### src/rtl/one_to_two_demux_pkg.sv
// Shared lane encodings and sizing helpers for the 1-to-2 stream demultiplexer.
package demux_pkg;

   localparam logic LANE_A = 1'b0;
   localparam logic LANE_B = 1'b1;

   // Occupancy counters must represent 0..depth inclusive.
   function automatic int count_width(input int depth);
      return $clog2(depth + 32'sd1);
   endfunction

endpackage

### src/rtl/one_to_two_demux_sync_fifo.sv
// Single-clock FIFO with separate occupancy count; storage is cleared on reset so the
// head reads zero until the first write lands.
module sync_fifo
   import demux_pkg::*;
#(
   parameter int WIDTH = 8,
   parameter int DEPTH = 4
) (
   input  logic                          clk,
   input  logic                          rst_n,
   input  logic                          push,
   input  logic [WIDTH-1:0]              push_data,
   output logic                          full,
   input  logic                          pop,
   output logic [WIDTH-1:0]              head,
   output logic                          empty,
   output logic [count_width(DEPTH)-1:0] count
);

   localparam int PW = $clog2(DEPTH);
   localparam int CW = count_width(DEPTH);
   localparam logic [PW-1:0] PTR_ONE = PW'(1);
   localparam logic [CW-1:0] CNT_ONE = CW'(1);
   localparam logic [CW-1:0] CNT_FULL = CW'(DEPTH);

   logic [WIDTH-1:0] mem_r [DEPTH];
   logic [PW-1:0]    wr_ptr_r;
   logic [PW-1:0]    rd_ptr_r;
   logic [CW-1:0]    count_r;
   logic             do_push_s;
   logic             do_pop_s;

   assign full      = (count_r == CNT_FULL);
   assign empty     = (count_r == {CW{1'b0}});
   assign count     = count_r;
   assign head      = mem_r[rd_ptr_r];
   assign do_push_s = push && !full;
   assign do_pop_s  = pop && !empty;

   // Storage, pointer and occupancy update; pointers wrap naturally since DEPTH is a power of two.
   always_ff @(posedge clk or negedge rst_n) begin
      if (!rst_n) begin
         wr_ptr_r <= {PW{1'b0}};
         rd_ptr_r <= {PW{1'b0}};
         count_r  <= {CW{1'b0}};
         for (int i = 0; i < DEPTH; i++) begin
            mem_r[i] <= {WIDTH{1'b0}};
         end
      end else begin
         if (do_push_s) begin
            mem_r[wr_ptr_r] <= push_data;
            wr_ptr_r        <= wr_ptr_r + PTR_ONE;
         end
         if (do_pop_s) begin
            rd_ptr_r <= rd_ptr_r + PTR_ONE;
         end
         case ({do_push_s, do_pop_s})
            2'b10:   count_r <= count_r + CNT_ONE;
            2'b01:   count_r <= count_r - CNT_ONE;
            default: count_r <= count_r;
         endcase
      end
   end

endmodule

### src/rtl/one_to_two_demux.sv
// Steers each accepted input beat into lane A or B by sel; each lane buffers and drains
// independently so backpressure on one lane never stalls already-buffered data on the other.
module one_to_two_demux
   import demux_pkg::*;
#(
   parameter int WIDTH = 8,
   parameter int DEPTH = 4
) (
   input  logic                          clk,
   input  logic                          rst_n,
   input  logic                          in_valid,
   output logic                          in_ready,
   input  logic [WIDTH-1:0]              in_data,
   input  logic                          sel,
   output logic                          A_valid,
   input  logic                          A_ready,
   output logic [WIDTH-1:0]              A,
   output logic                          B_valid,
   input  logic                          B_ready,
   output logic [WIDTH-1:0]              B,
   output logic [count_width(DEPTH)-1:0] A_count,
   output logic [count_width(DEPTH)-1:0] B_count
);

   logic push_a_s;
   logic push_b_s;
   logic full_a_s;
   logic full_b_s;
   logic empty_a_s;
   logic empty_b_s;

   // Ready depends only on the selected lane's registered fullness, never on downstream ready.
   always_comb begin
      in_ready = 1'b0;
      push_a_s = 1'b0;
      push_b_s = 1'b0;
      if (sel == LANE_B) begin
         in_ready = !full_b_s;
         push_b_s = in_valid && !full_b_s;
      end else begin
         in_ready = !full_a_s;
         push_a_s = in_valid && !full_a_s;
      end
   end

   assign A_valid = !empty_a_s;
   assign B_valid = !empty_b_s;

   sync_fifo #(.WIDTH(WIDTH), .DEPTH(DEPTH)) u_lane_a (
      .clk       (clk),
      .rst_n     (rst_n),
      .push      (push_a_s),
      .push_data (in_data),
      .full      (full_a_s),
      .pop       (A_ready),
      .head      (A),
      .empty     (empty_a_s),
      .count     (A_count)
   );

   sync_fifo #(.WIDTH(WIDTH), .DEPTH(DEPTH)) u_lane_b (
      .clk       (clk),
      .rst_n     (rst_n),
      .push      (push_b_s),
      .push_data (in_data),
      .full      (full_b_s),
      .pop       (B_ready),
      .head      (B),
      .empty     (empty_b_s),
      .count     (B_count)
   );

endmodule

### config.mk
export PLATFORM = sky130hd
export DESIGN_NAME = one_to_two_demux
export DESIGN_NICKNAME = d
export VERILOG_FILES = /design/src/rtl/one_to_two_demux_pkg.sv /design/src/rtl/one_to_two_demux_sync_fifo.sv /design/src/rtl/one_to_two_demux.sv
export SDC_FILE = /design/constraint.sdc
export NUM_CORES = 1
export LEC_CHECK = 0
export BUFFER_PORTS_ARGS = -buffer_cell sky130_fd_sc_hd__buf_2
export CELL_PAD_IN_SITES_DETAIL_PLACEMENT = 0
export CELL_PAD_IN_SITES_GLOBAL_PLACEMENT = 1
export CORE_MARGIN = 10
export CORE_UTILIZATION = 30
export CTS_BUF_LIST = sky130_fd_sc_hd__clkbuf_8
export CTS_CLUSTER_SIZE = 20
export DETAILED_ROUTE_END_ITERATION = 7
export GPL_ROUTABILITY_DRIVEN = 0
export PLACE_DENSITY = 0.55
export SLEW_MARGIN = 40
export SYNTH_ARGS = -nofsm -noshare
export SYNTH_HDL_FRONTEND = slang
export SYNTH_SLANG_ARGS = --single-unit
export TNS_END_PERCENT = 50
### constraint.sdc
create_clock -name clk -period 4 [get_ports clk]
set_input_delay 0.8 -clock clk [delete_from_list [all_inputs] [get_ports clk]]
set_output_delay 0.8 -clock clk [all_outputs]
set_load 0.01 [all_outputs]
# After elaboration in Yosys (flattened, before gate mapping)

Index checks and enable logic that the tools add are counted.

$lt $le $gt $ge: 6
Eq/ne operators: 6
Reductions and logical operators: 16
Multiplexer cells: 17
Add/subtract/negate cells: 8
Bitwise gates (word level): 4

Operators by type and width:

| operator              | count |
|---|---|
| $bwmux W32            | 2 |
| $mux W8               | 6 |
| $bmux W8 S2           | 2 |
| $demux W8 S2          | 2 |
| $ge A3 B3 Y1 const B  | 4 |
| $not A2 Y3            | 4 |
| $pmux W3 S2           | 2 |
| $add A2 B1 Y2 const B | 4 |
| $logic_and A1 B1 Y1   | 8 |
| $add A3 B1 Y3 const B | 2 |
| $eq A3 B3 Y1 const B  | 2 |
| $logic_not A3 Y1      | 2 |
| $lt A3 B1 Y1 const B  | 2 |
| $sub A3 B1 Y3 const B | 2 |
| $eq A2 B1 Y1 const B  | 2 |
| $eq A2 B2 Y1 const B  | 2 |
| $logic_not A1 Y1      | 4 |
| $reduce_bool A2 Y1    | 2 |
| $mux W1               | 3 |

Logic and storage cells: 71
Flip-flop bits (word level): 78
Input port bits: 14

# Depth between registers and ports, before layout

Gate-level depths: netlist of the first run.

Word-level depth: 7
Mapped depth: 10
Gate-level depth less buffers: 9

# Cells and area by module

Synthesis of the first run repeated with hierarchy kept, for this count alone.

Cells, all modules: 233
Area, all modules: 3602.2 µm²

Modules (own cells, without submodules):

| module           | area each (µm²) | instances | cells an instance |
|---|---|---|---|
| sync_fifo        | 1784.2          | 2         | 114 |
| one_to_two_demux | 33.8            | 1         | 5 |

# Worst setup path before layout of the first run

OpenSTA, ideal clock, no wires.

Path kind: input to register
Start point: input sel
End point: register u_lane_b.count_r[2] (netlist: u_lane_b.count[2])
Path slack: 1.577 ns
Library setup time: 0.079 ns
Stages: 10
Buffers on the path: 1
Arrival time: 2.344 ns
Data required time: 3.921 ns
Cell sequence: buf_2 and2_2 and2_2 inv_1 ha_1 inv_1 fa_1 xor2_1 nor2_1 xor2_1

Word-level cells in the longest chain between the ends: 4
Elaborated cells on any way between the ends: 6
Classes of those cells: eq/ne: 2; mux: 2; reduce/logical: 2

RTL lines:

| element                                           | RTL line                         | text |
|---|---|---|
| from (decl)                                       | one_to_two_demux.sv:14           | `input logic sel,` |
| $mux W1 *                                         | one_to_two_demux.sv:37           | `if (sel == LANE_B) begin` |
| $logic_and A1 B1 Y1 *                             | one_to_two_demux_sync_fifo.sv:37 | `assign do_push_s = push && !full;` |
| $eq A2 B1 Y1 or $eq A2 B2 Y1 (tied branches)      | one_to_two_demux_sync_fifo.sv:57 | `case ({do_push_s, do_pop_s})` |
| $pmux W3 S2 or $reduce_bool A2 Y1 (tied branches) | --                               |  |
| to (signal assigned)                              | one_to_two_demux_sync_fifo.sv:58 | `2'b10: count_r <= count_r + CNT_ONE;` |
| to (signal assigned)                              | one_to_two_demux_sync_fifo.sv:59 | `2'b01: count_r <= count_r - CNT_ONE;` |
| to (signal assigned)                              | one_to_two_demux_sync_fifo.sv:60 | `default: count_r <= count_r;` |
| to (decl)                                         | one_to_two_demux_sync_fifo.sv:29 | `logic [CW-1:0] count_r;` |

Every way passes the cells marked *; elsewhere a longest branch is shown, timed or not.
A chain may end at the register's enable or synchronous reset.

# Final worst setup path of the first run

Start point: register u_lane_b.rd_ptr_r[0]
End point: output B[6]

Word-level cells in the longest chain between the ends: 4

RTL lines:

| element                                     | RTL line                         | text |
|---|---|---|
| from (decl)                                 | one_to_two_demux_sync_fifo.sv:28 | `logic [PW-1:0] rd_ptr_r;` |
| from (signal assigned)                      | one_to_two_demux_sync_fifo.sv:44 | `rd_ptr_r <= {PW{1'b0}};` |
| from (signal assigned)                      | one_to_two_demux_sync_fifo.sv:55 | `rd_ptr_r <= rd_ptr_r + PTR_ONE;` |
| $not A2 Y3 (not written as such)            | one_to_two_demux_sync_fifo.sv:36 | `assign head = mem_r[rd_ptr_r];` |
| $bmux W8 S2                                 | one_to_two_demux_sync_fifo.sv:36 |  |
| $mux W8 (not written as such) (2 in series) | one_to_two_demux_sync_fifo.sv:36 |  |
| to (decl)                                   | one_to_two_demux.sv:20           | `output logic [WIDTH-1:0] B,` |

No other way between the ends. The select of a mux whose other input is x is not followed.

==> impl_metrics.yaml, run 1 <==
timing:
  fin_crit_sh_pct: 66.9
  setup_viol: 0
  rsz0062_at_grt: "false"
  fin_crit_ps: 2670
  max_freq_ghz: 0.374
  drv_slew: 0
  slew_headroom_pct: 51.0
  fin_setup_tns_ps: 0
  worst_pin_slew_ps: 735
  finalHoldViolCount: 0
  clock_skew_ps: 8.25
cts:
  cts_buffers: 9
  clk_pin_slew_ps: 80
  h-tree-depth: 3
  cts-resized-gates: 0
  cts_setup_buffers: 0
  cts_root_buf: "clkbuf_8"
  insertion_delay_ps: 350
  clkSinkCount: 78
  clk_path_buf_depth: 2
  cts_tree: "built"
  hold_buffers: 0
floorplanning:
  io_pins: 39
  dieArea_sq_mm: 0.0174
  die_h_um: 132
  num_rows: 40
  initial_core_util_pct: 30.9
  die_x_um: 132
  core_area_sq_mm: 0.0122
detailed_routing:
  drc_errors: 0
  postRouteAntennaNets: 0
  drt_iter0_markers: 61
  num_vias: 2000
  via_per_inst: 4.45
  drt-total-wl_um: 7630
  first_pass_iters: 4
  post_drt_wl_per_cell_um: 17.0
synthesis:
  yosysWarnings: 0
  syn_nets: 262
  syn_area_sq_mm: 0.00376
  postSynthAreaPerCell_sq_um: 15.9
  ys_ff_latch: 78
  synthCells: 236
  ys.flop_type: "dfrtp_1"
  synth_enable_flop_cells: 0
  yosysUniqueCellTypes: 27
  async_flop_share_pct: 100
  ys_seq_area_share_pct: 51.9
power_and_ir_drop:
  ir_drop_mv: 0.294
  total_power_uw: 3700
  p_seq_share_pct: 41.3
  power_leakage_uw: 0.00194
  p_sw_share_pct: 32.3
  power_frac_comb_pct: 39.8
  p_per_area_mw_per_mm2: 846
  p_switching_uw: 1190
  p_int_uw: 2510
  clkPwrFrac_pct: 18.9
critical_path:
  required_ps: 3200
  cpPeakStageDelay_ps: 760
  startpoint_type: "flip-flop"
  crit_type: "flip-flop to primary output"
  path_max_fanout: 10
  crit_slowest_cell: "dfrtp_1"
  arrival_ps: 1870
  crit_path_end_kind: "primary output"
  critPathTopFamily: "flip-flops"
  crit_chain: "mux4_2 > buf_2"
  cp_num_buf_inv: 1
placed_design:
  portBuffers: 38
  dp_hpwl_um: 5110
finish:
  layout-drive-gt1-share_pct: 52.0
  mostFrequentLayoutCell: "dfrtp_1"
  layout_common_cells: "dfrtp_1 (78), buf_2 (37), mux2_2 (34)"
  area_growth_syn_to_layout_pct: 16.3
  insertedDiodeCount: 0
  nets: 302
grt:
  grt_max_degree: 79
  track_usage_pct: 9.26
  antenna_found_initial: 0
  grt_pass1_vias: 2224
  overflow: 0
  grt_pass1_wl_um: 12700
status:
  status: "complete, no violations"
run:
  drv_cap: 0
worst_hold_path:
  hp-class: "primary input to async pin"
## worst reg2reg max path: cells and delay by family, from the launching register on
kind                     cells  cell delay, ps
XOR/XNOR                     2             300
adder cells (fa/ha/maj)      2             540
buffers and inverters        2             150
flip-flops                   1             470
AND/OR/NAND/NOR              3             860
## final cells by class
type / instances / area (sq um)
Fill cell: 1187 / 7780
Clock inverter: 4 / 77.6
Tap cell: 168 / 210
Multi-Input combinational cell: 136 / 1730
Sequential cell: 78 / 1950
Clock buffer: 12 / 165
Inverter: 13 / 48.8
Timing Repair Buffer: 38 / 196
## per-stage QoR
step                      cell area, sq um  cells  util (%)  setup WS, ps  hold slack [ps]
after detailed placement              4100    433      33.7          1490              492
final                                 4380    449      36.0          1330              467
after floorplan                       3760    236         -          1580              475
after global routing                  4380    449      36.0          1190              509
after CTS                             4350    449      35.7          1240              502
after global placement                4100    433      33.7          1510              485
## routing by layer
metal	up-vias	global-route usage [%]	routed length [um]
met5	-	0	0
met4	0	2.41	57
met3	5	3.62	302
met2	35	13.1	3380
met1	1038	12.8	3880
li1	922	-	-
## synth_stat cells, types with 2 or more instances
library cell	count	share of area [%]
nand2_1	7	0.70
dfrtp_1	78	52
inv_1	13	1.3
ha_1	10	3.3
mux2_2	34	10
buf_2	3	0.40
buf_6	4	1.2
xnor2_1	6	1.4
and2_2	2	0.40
mux4_2	16	9.6
mux2_4	32	13
buf_1	2	0.20
and3_1	4	0.66
fa_1	2	1.1
nor2_1	3	0.30
xor2_1	6	1.4
nor3_2	4	1.1
## power groups by stage
stage	combinational, uW	sequential [uW]	clock (uW)
6_report	1470	1530	700
4_1_cts	1500	1530	728
3_5_place_dp	1500	1540	0
2_1_floorplan	1190	1380	0
3_3_place_gp	1470	1530	0
5_1_grt	1630	1600	763
## sequential cells by signal (all words and copies together) (netlist names)
name	cells
u_lane_b.rd_ptr_r	2
u_lane_a.rd_ptr_r	2
u_lane_a.mem_r	32
u_lane_b.wr_ptr_r	2
u_lane_b.mem_r	32
u_lane_a.wr_ptr_r	2
u_lane_b.count	3
u_lane_a.count	3
## kinds of logic (layout without fill, tap and decap cells)
group | after synthesis | count (layout) | synth area share (%)
buffers and inverters | 22 | 67 | 3.09
muxes | 83 | 83 | 32.8
and+or+nand+nor | 25 | 25 | 4.32
DFF | 78 | 78 | 51.9
AOI/OAI and AO/OA | 4 | 4 | 0.764
adders and majority gates | 12 | 12 | 4.39
xor gates and xnor gates | 12 | 12 | 2.79
## worst paths after layout
check / slack [ps] / from / cells after the start / endpoint
worst min register to register: 510 / u_lane_a.mem_r[11]$_DFFE_PN0P_ / 1 / u_lane_a.mem_r[11]$_DFFE_PN0P_
worst max-delay path: 1330 / u_lane_b.rd_ptr_r[0]$_DFFE_PN0P_ / 2 / B[6]
worst min-delay path: 470 / rst_n / 1 / u_lane_b.mem_r[31]$_DFFE_PN0P_
worst max register to register: 1630 / u_lane_a.count[1]$_DFFE_PN0P_ / 9 / u_lane_a.count[2]$_DFFE_PN0P_
max in group asynchronous: 3010 / rst_n / 1 / u_lane_b.mem_r[24]$_DFFE_PN0P_
min in group clk: 510 / u_lane_a.mem_r[11]$_DFFE_PN0P_ / 1 / u_lane_a.mem_r[11]$_DFFE_PN0P_
No activity file was read; power rests on OpenSTA's default activity.
==> run 2: changes to the inputs <==
Settings changed: PLACE_DENSITY 0.55 to 0.57.
Clock period 4 ns to 2.2 ns, I/O delays scaled along.
==> run 2 against run 1 <==
  * Wire length is 2.6% higher
  * First-iteration DRC count is 98% higher
  * Sequential power is 75% higher
  * Die area stayed put
  * Non-clock buffer count is 18 higher
  * Worst hold slack worse by 410 ps
  * Critical path depth is 1 higher
  * Core utilization is 0.97 points higher
  * Via count is 3.3% higher
  * Final area is 2.7% higher
  * Total power is 85% higher
==> impl_metrics.yaml, run 2 (synthesis gave the netlist of run 1 again) <==
status:
  status: "complete, no violations"
cts:
  cts_buffers: 9
  clk_path_buf_depth: 2
  h-tree-depth: 3
  insertion_delay_ps: 350
  cts_root_buf: "clkbuf_8"
  hold_buffers: 0
  cts_tree: "built"
  clk_pin_slew_ps: 90
  clkSinkCount: 78
timing:
  setup_viol: 0
  fin_setup_tns_ps: 0
  slew_headroom_pct: 52.2
  finalHoldViolCount: 0
  drv_slew: 0
  fin_crit_sh_pct: 96.2
  clock_skew_ps: 11.8
  rsz0062_at_grt: "false"
  fin_crit_ps: 2120
  worst_pin_slew_ps: 717
  max_freq_ghz: 0.473
finish:
  insertedDiodeCount: 0
  nets: 320
  layout_common_cells: "dfrtp_1 (77), buf_2 (37), mux2_2 (34)"
  layout-drive-gt1-share_pct: 55.5
  fin_util_pct: 37.0
  reg.largest.list: "u_lane_a.mem_r (32), u_lane_b.mem_r (32)"
  mostFrequentLayoutCell: "dfrtp_1"
  area_growth_syn_to_layout_pct: 19.4
  nFillCells: 1170
critical_path:
  crit_start: "u_lane_a.rd_ptr_r[0]$_DFFE_PN0P_"
  crit_path_end_kind: "primary output"
  cpPeakStageDelay_ps: 540
  crit_type: "flip-flop to primary output"
  arrival_ps: 1680
  r2r_end: "u_lane_b.count[2]$_DFFE_PN0P_"
  crit_chain: "buf_12 > mux4_2 > buf_2"
  crit_slowest_cell: "mux4_2"
  startpoint_type: "flip-flop"
  reg2regPathDepth: 9
  r2r_start: "u_lane_b.count[1]$_DFFE_PN0P_"
  crit_end: "A[2]"
  required_ps: 1760
  rrSetupSlack_ps: 110
  path_max_fanout: 6
power_and_ir_drop:
  ir_drop_mv: 0.583
  p_per_area_mw_per_mm2: 1520
  power_leakage_uw: 0.00202
detailed_routing:
  drt-total-wl_um: 7830
  drc_errors: 0
  num_vias: 2066
  postRouteAntennaNets: 0
  via_per_inst: 4.42
  drt_iter0_markers: 121
  first_pass_iters: 4
  post_drt_wl_per_cell_um: 16.8
floorplanning:
  num_rows: 40
  die_x_um: 132
  die_h_um: 132
  initial_core_util_pct: 30.9
  core_area_sq_mm: 0.0122
  io_pins: 39
  dieArea_sq_mm: 0.0174
worst_hold_path:
  hp-class: "primary input to async pin"
placed_design:
  dp_hpwl_um: 5480
  portBuffers: 38
grt:
  antenna_found_initial: 0
  grt_pass1_wl_um: 13100
  grt_max_degree: 40
  overflow: 0
  track_usage_pct: 9.51
  grt_pass1_vias: 2295
run:
  drv_cap: 0
[run 2: cell types whose count changed in the layout (fill, tap and decap cells not counted), moves of 2 or more]
cell        before  now
inv_6            0    2
clkbuf_8        12   10
buf_4            0   17
clkinvlp_4       0    2
nor3_2           0    4
nor3_4           4    0
clkinv_4         2    0
buf_12           0    2
[run 2: what timing repair did]
item | 4_1_cts | 5_1_grt
pin swaps | 0 | 2
endpoints found under the hold margin | 0 | 0
endpoints found under the setup margin | 3 | 1
buffers inserted | 0 | 1
resized for setup | 1 | 2
[run 2: per-stage QoR]
stage | setup WS, ps | power (uW) | cells | cell area (sq um) | hold slack, ps
6_report | 84.2 | 6840 | 467 | 4490 | 52.5
5_1_grt | 12.8 | 7360 | 467 | 4490 | 72.5
4_1_cts | 47.3 | 6960 | 466 | 4480 | 63.6
3_5_place_dp | 66.4 | 5690 | 450 | 4250 | 460
3_3_place_gp | 88.2 | 5620 | 450 | 4250 | 456
2_1_floorplan | 52.3 | 4670 | 236 | 3760 | 144
[run 2: report_power, final]
| group | internal (uW) | switching (uW) | total [uW] |
|---|---|---|---|
| Clock | 678 | 560 | 1240 |
| Combinational | 1790 | 1140 | 2930 |
| Sequential | 2170 | 505 | 2670 |
| Total | 4640 | 2210 | 6840 |
[run 2: critical path, delay by kind of cell, from the launching register on]
family,cells,cell delay [ps]
buffers and inverters,2,320
flip-flops,1,470
multiplexers,1,540
[run 2: how the worst min path moves through the flow]
stage / start / endpoint / slack, ps / depth (start not counted)
after floorplan: rst_n / u_lane_a.count[0]$_DFFE_PN0P_ / 140 / 0
after global placement: rst_n / u_lane_b.mem_r[24]$_DFFE_PN0P_ / 460 / 1
after detailed placement: rst_n / u_lane_b.mem_r[24]$_DFFE_PN0P_ / 460 / 1
after CTS: rst_n / u_lane_b.mem_r[24]$_DFFE_PN0P_ / 60 / 1
after global routing: rst_n / u_lane_b.mem_r[8]$_DFFE_PN0P_ / 70 / 1
final: rst_n / u_lane_b.mem_r[24]$_DFFE_PN0P_ / 50 / 1
[run 2: cell type report]
type | instances | area [sq um] | share of cell area [%]
flip-flops and latches | 78 | 1950 | 43.5
clock inverters | 6 | 92.6 | 2.06
repair buffers | 56 | 353 | 7.85
well taps | 168 | 210 | 4.68
inverters | 13 | 48.8 | 1.09
clock buffers | 10 | 138 | 3.06
multi-input cells | 136 | 1700 | 37.8
[run 2: routing by layer]
| metal | GRT usage (%) | vias to the layer above | wire length, um |
|---|---|---|---|
| met2 | 13.5 | 45 | 3420 |
| met5 | 0 | - | 0 |
| li1 | - | 951 | - |
| met1 | 13.3 | 1060 | 3970 |
| met3 | 3.01 | 10 | 318 |
| met4 | 3.21 | 0 | 117 |
==> run 3: changes to the inputs <==
Settings changed: PLACE_DENSITY 0.57 to 0.55.
Clock period 2.2 ns to 2.4 ns, I/O delays scaled along.
==> run 3 against run 2 <==
  * Non-clock buffer count is 2 lower
  * Core utilization is 0.39 points lower
  * Worst hold slack better by 87 ps
  * Worst setup slack better by 100 ps
  * Global-route usage is 0.41 points lower
  * Final area is 1.1% lower
  * Combinational power is 11% lower
  * Sequential cell count stayed put
  * Wire length is 4.0% lower
  * Total power is 10% lower
  * Clock power is 14% lower
  * Critical path depth stayed put
  * Largest power group unchanged
==> impl_metrics.yaml, run 3 (synthesis gave the netlist of run 1 again) <==
grt:
  grt_pass1_wl_um: 12500
  track_usage_pct: 9.11
  overflow: 0
  grt_max_degree: 49
  antenna_found_initial: 0
  grt_pass1_vias: 2198
finish:
  nets: 318
  mostFrequentLayoutCell: "dfrtp_1"
  nFillCells: 1180
  fin_util_pct: 36.6
  layout-drive-gt1-share_pct: 53.9
  insertedDiodeCount: 0
  reg.largest.list: "u_lane_a.mem_r (32), u_lane_b.mem_r (32)"
  fin_area_sq_mm: 0.00445
  area_growth_syn_to_layout_pct: 18.2
  layout_common_cells: "dfrtp_1 (78), buf_2 (37), mux2_2 (34)"
timing:
  fin_crit_sh_pct: 92.2
  clock_skew_ps: 9.83
  fin_ws_ps: 187
  setup_viol: 0
  finalHoldViolCount: 0
  slew_headroom_pct: 58.5
  max_freq_ghz: 0.452
  drv_slew: 0
  worst_pin_slew_ps: 623
  fin_crit_ps: 2210
  fin_setup_tns_ps: 0
  rsz0062_at_grt: "false"
run:
  drv_cap: 0
floorplanning:
  num_rows: 40
  dieArea_sq_mm: 0.0174
  io_pins: 39
  die_h_um: 132
  initial_core_util_pct: 30.9
  core_area_sq_mm: 0.0122
  die_x_um: 132
status:
  status: "complete, no violations"
placed_design:
  postPlaceCellArea_sq_mm: 0.00423
  dp_hpwl_um: 5350
  post-place-ws_ps: 171
  portBuffers: 38
cts:
  clkSinkCount: 78
  hold_buffers: 0
  cts_setup_buffers: 0
  clk_path_buf_depth: 2
  cts_tree: "built"
  cts_buffers: 9
  insertion_delay_ps: 350
  cts-resized-gates: 0
  clk_pin_slew_ps: 80
  cts_root_buf: "clkbuf_8"
  h-tree-depth: 3
detailed_routing:
  post_drt_wl_per_cell_um: 16.2
  via_per_inst: 4.46
  num_vias: 2075
  drt_iter0_markers: 84
  drt-total-wl_um: 7510
  postRouteAntennaNets: 0
  first_pass_iters: 4
  drc_errors: 0
critical_path:
  crit_path_end_kind: "primary output"
  crit_chain: "buf_12 > mux4_2 > buf_2"
  required_ps: 1920
  arrival_ps: 1730
  cp_num_buf_inv: 2
  crit_type: "flip-flop to primary output"
  path_max_fanout: 6
  crit_slowest_cell: "dfrtp_1"
  critPathTopFamily: "flip-flops"
  startpoint_type: "flip-flop"
  cpPeakStageDelay_ps: 520
power_and_ir_drop:
  ir_drop_mv: 0.410
  power_leakage_uw: 0.00202
  p_per_area_mw_per_mm2: 1380
  total_power_uw: 6140
worst_hold_path:
  hp-class: "primary input to async pin"
run 3: where the power goes:
part           internal, uW  leakage, uW  switching (uW)
clock network           604     0.000119             463
logic                  1600     0.000967            1010
registers              1990     0.000935             470
run 3: worst reg2reg max path, stage by stage, from the launching register on:
cell	delay [ps]
dfrtp_1	410
or3b_4	430
and2_2	210
inv_1	60
ha_1	170
inv_1	60
fa_1	380
xor2_1	150
nor2_1	110
xor2_1	150
run 3: per-layer routing:
metal,global-route usage [%],up-vias,share of wire (%)
li1,-,949,-
met3,3.81,7,4.8
met2,13.4,36,46
met4,2.41,0,0.84
met1,12.0,1083,48
met5,0,-,0
run 3: area by class of cell:
type	count	area (sq um)	area share, %
Sequential cell	78	1950	43.9
Multi-Input combinational cell	136	1700	38.1
Timing Repair Buffer	54	325	7.32
Tap cell	168	210	4.73
Clock buffer	10	138	3.10
Clock inverter	6	77.6	1.74
Inverter	13	48.8	1.10
run 3: metrics by stage:
| step | instances | hold WS (ps) |
|---|---|---|
| 2_1_floorplan | 236 | 184 |
| 3_3_place_gp | 449 | 486 |
| 3_5_place_dp | 449 | 489 |
| 4_1_cts | 465 | 157 |
| 5_1_grt | 465 | 175 |
| 6_report | 465 | 139 |
run 3: final timing paths:
path | startpoint | end | slack [ps] | cells past startpoint
setup / recovery | u_lane_a.rd_ptr_r[0]$_DFFE_PN0P_ | A[4] | 190 | 3
hold / removal | rst_n | u_lane_b.mem_r[31]$_DFFE_PN0P_ | 140 | 1
setup reg to reg | u_lane_b.count[2]$_DFFE_PN0P_ | u_lane_b.count[2]$_DFFE_PN0P_ | 200 | 9
hold reg to reg | u_lane_a.mem_r[21]$_DFFE_PN0P_ | u_lane_a.mem_r[21]$_DFFE_PN0P_ | 510 | 1
max in group asynchronous | rst_n | u_lane_b.wr_ptr_r[1]$_DFFE_PN0P_ | 1630 | 2
min in group clk | in_data[4] | u_lane_b.mem_r[28]$_DFFE_PN0P_ | 490 | 2
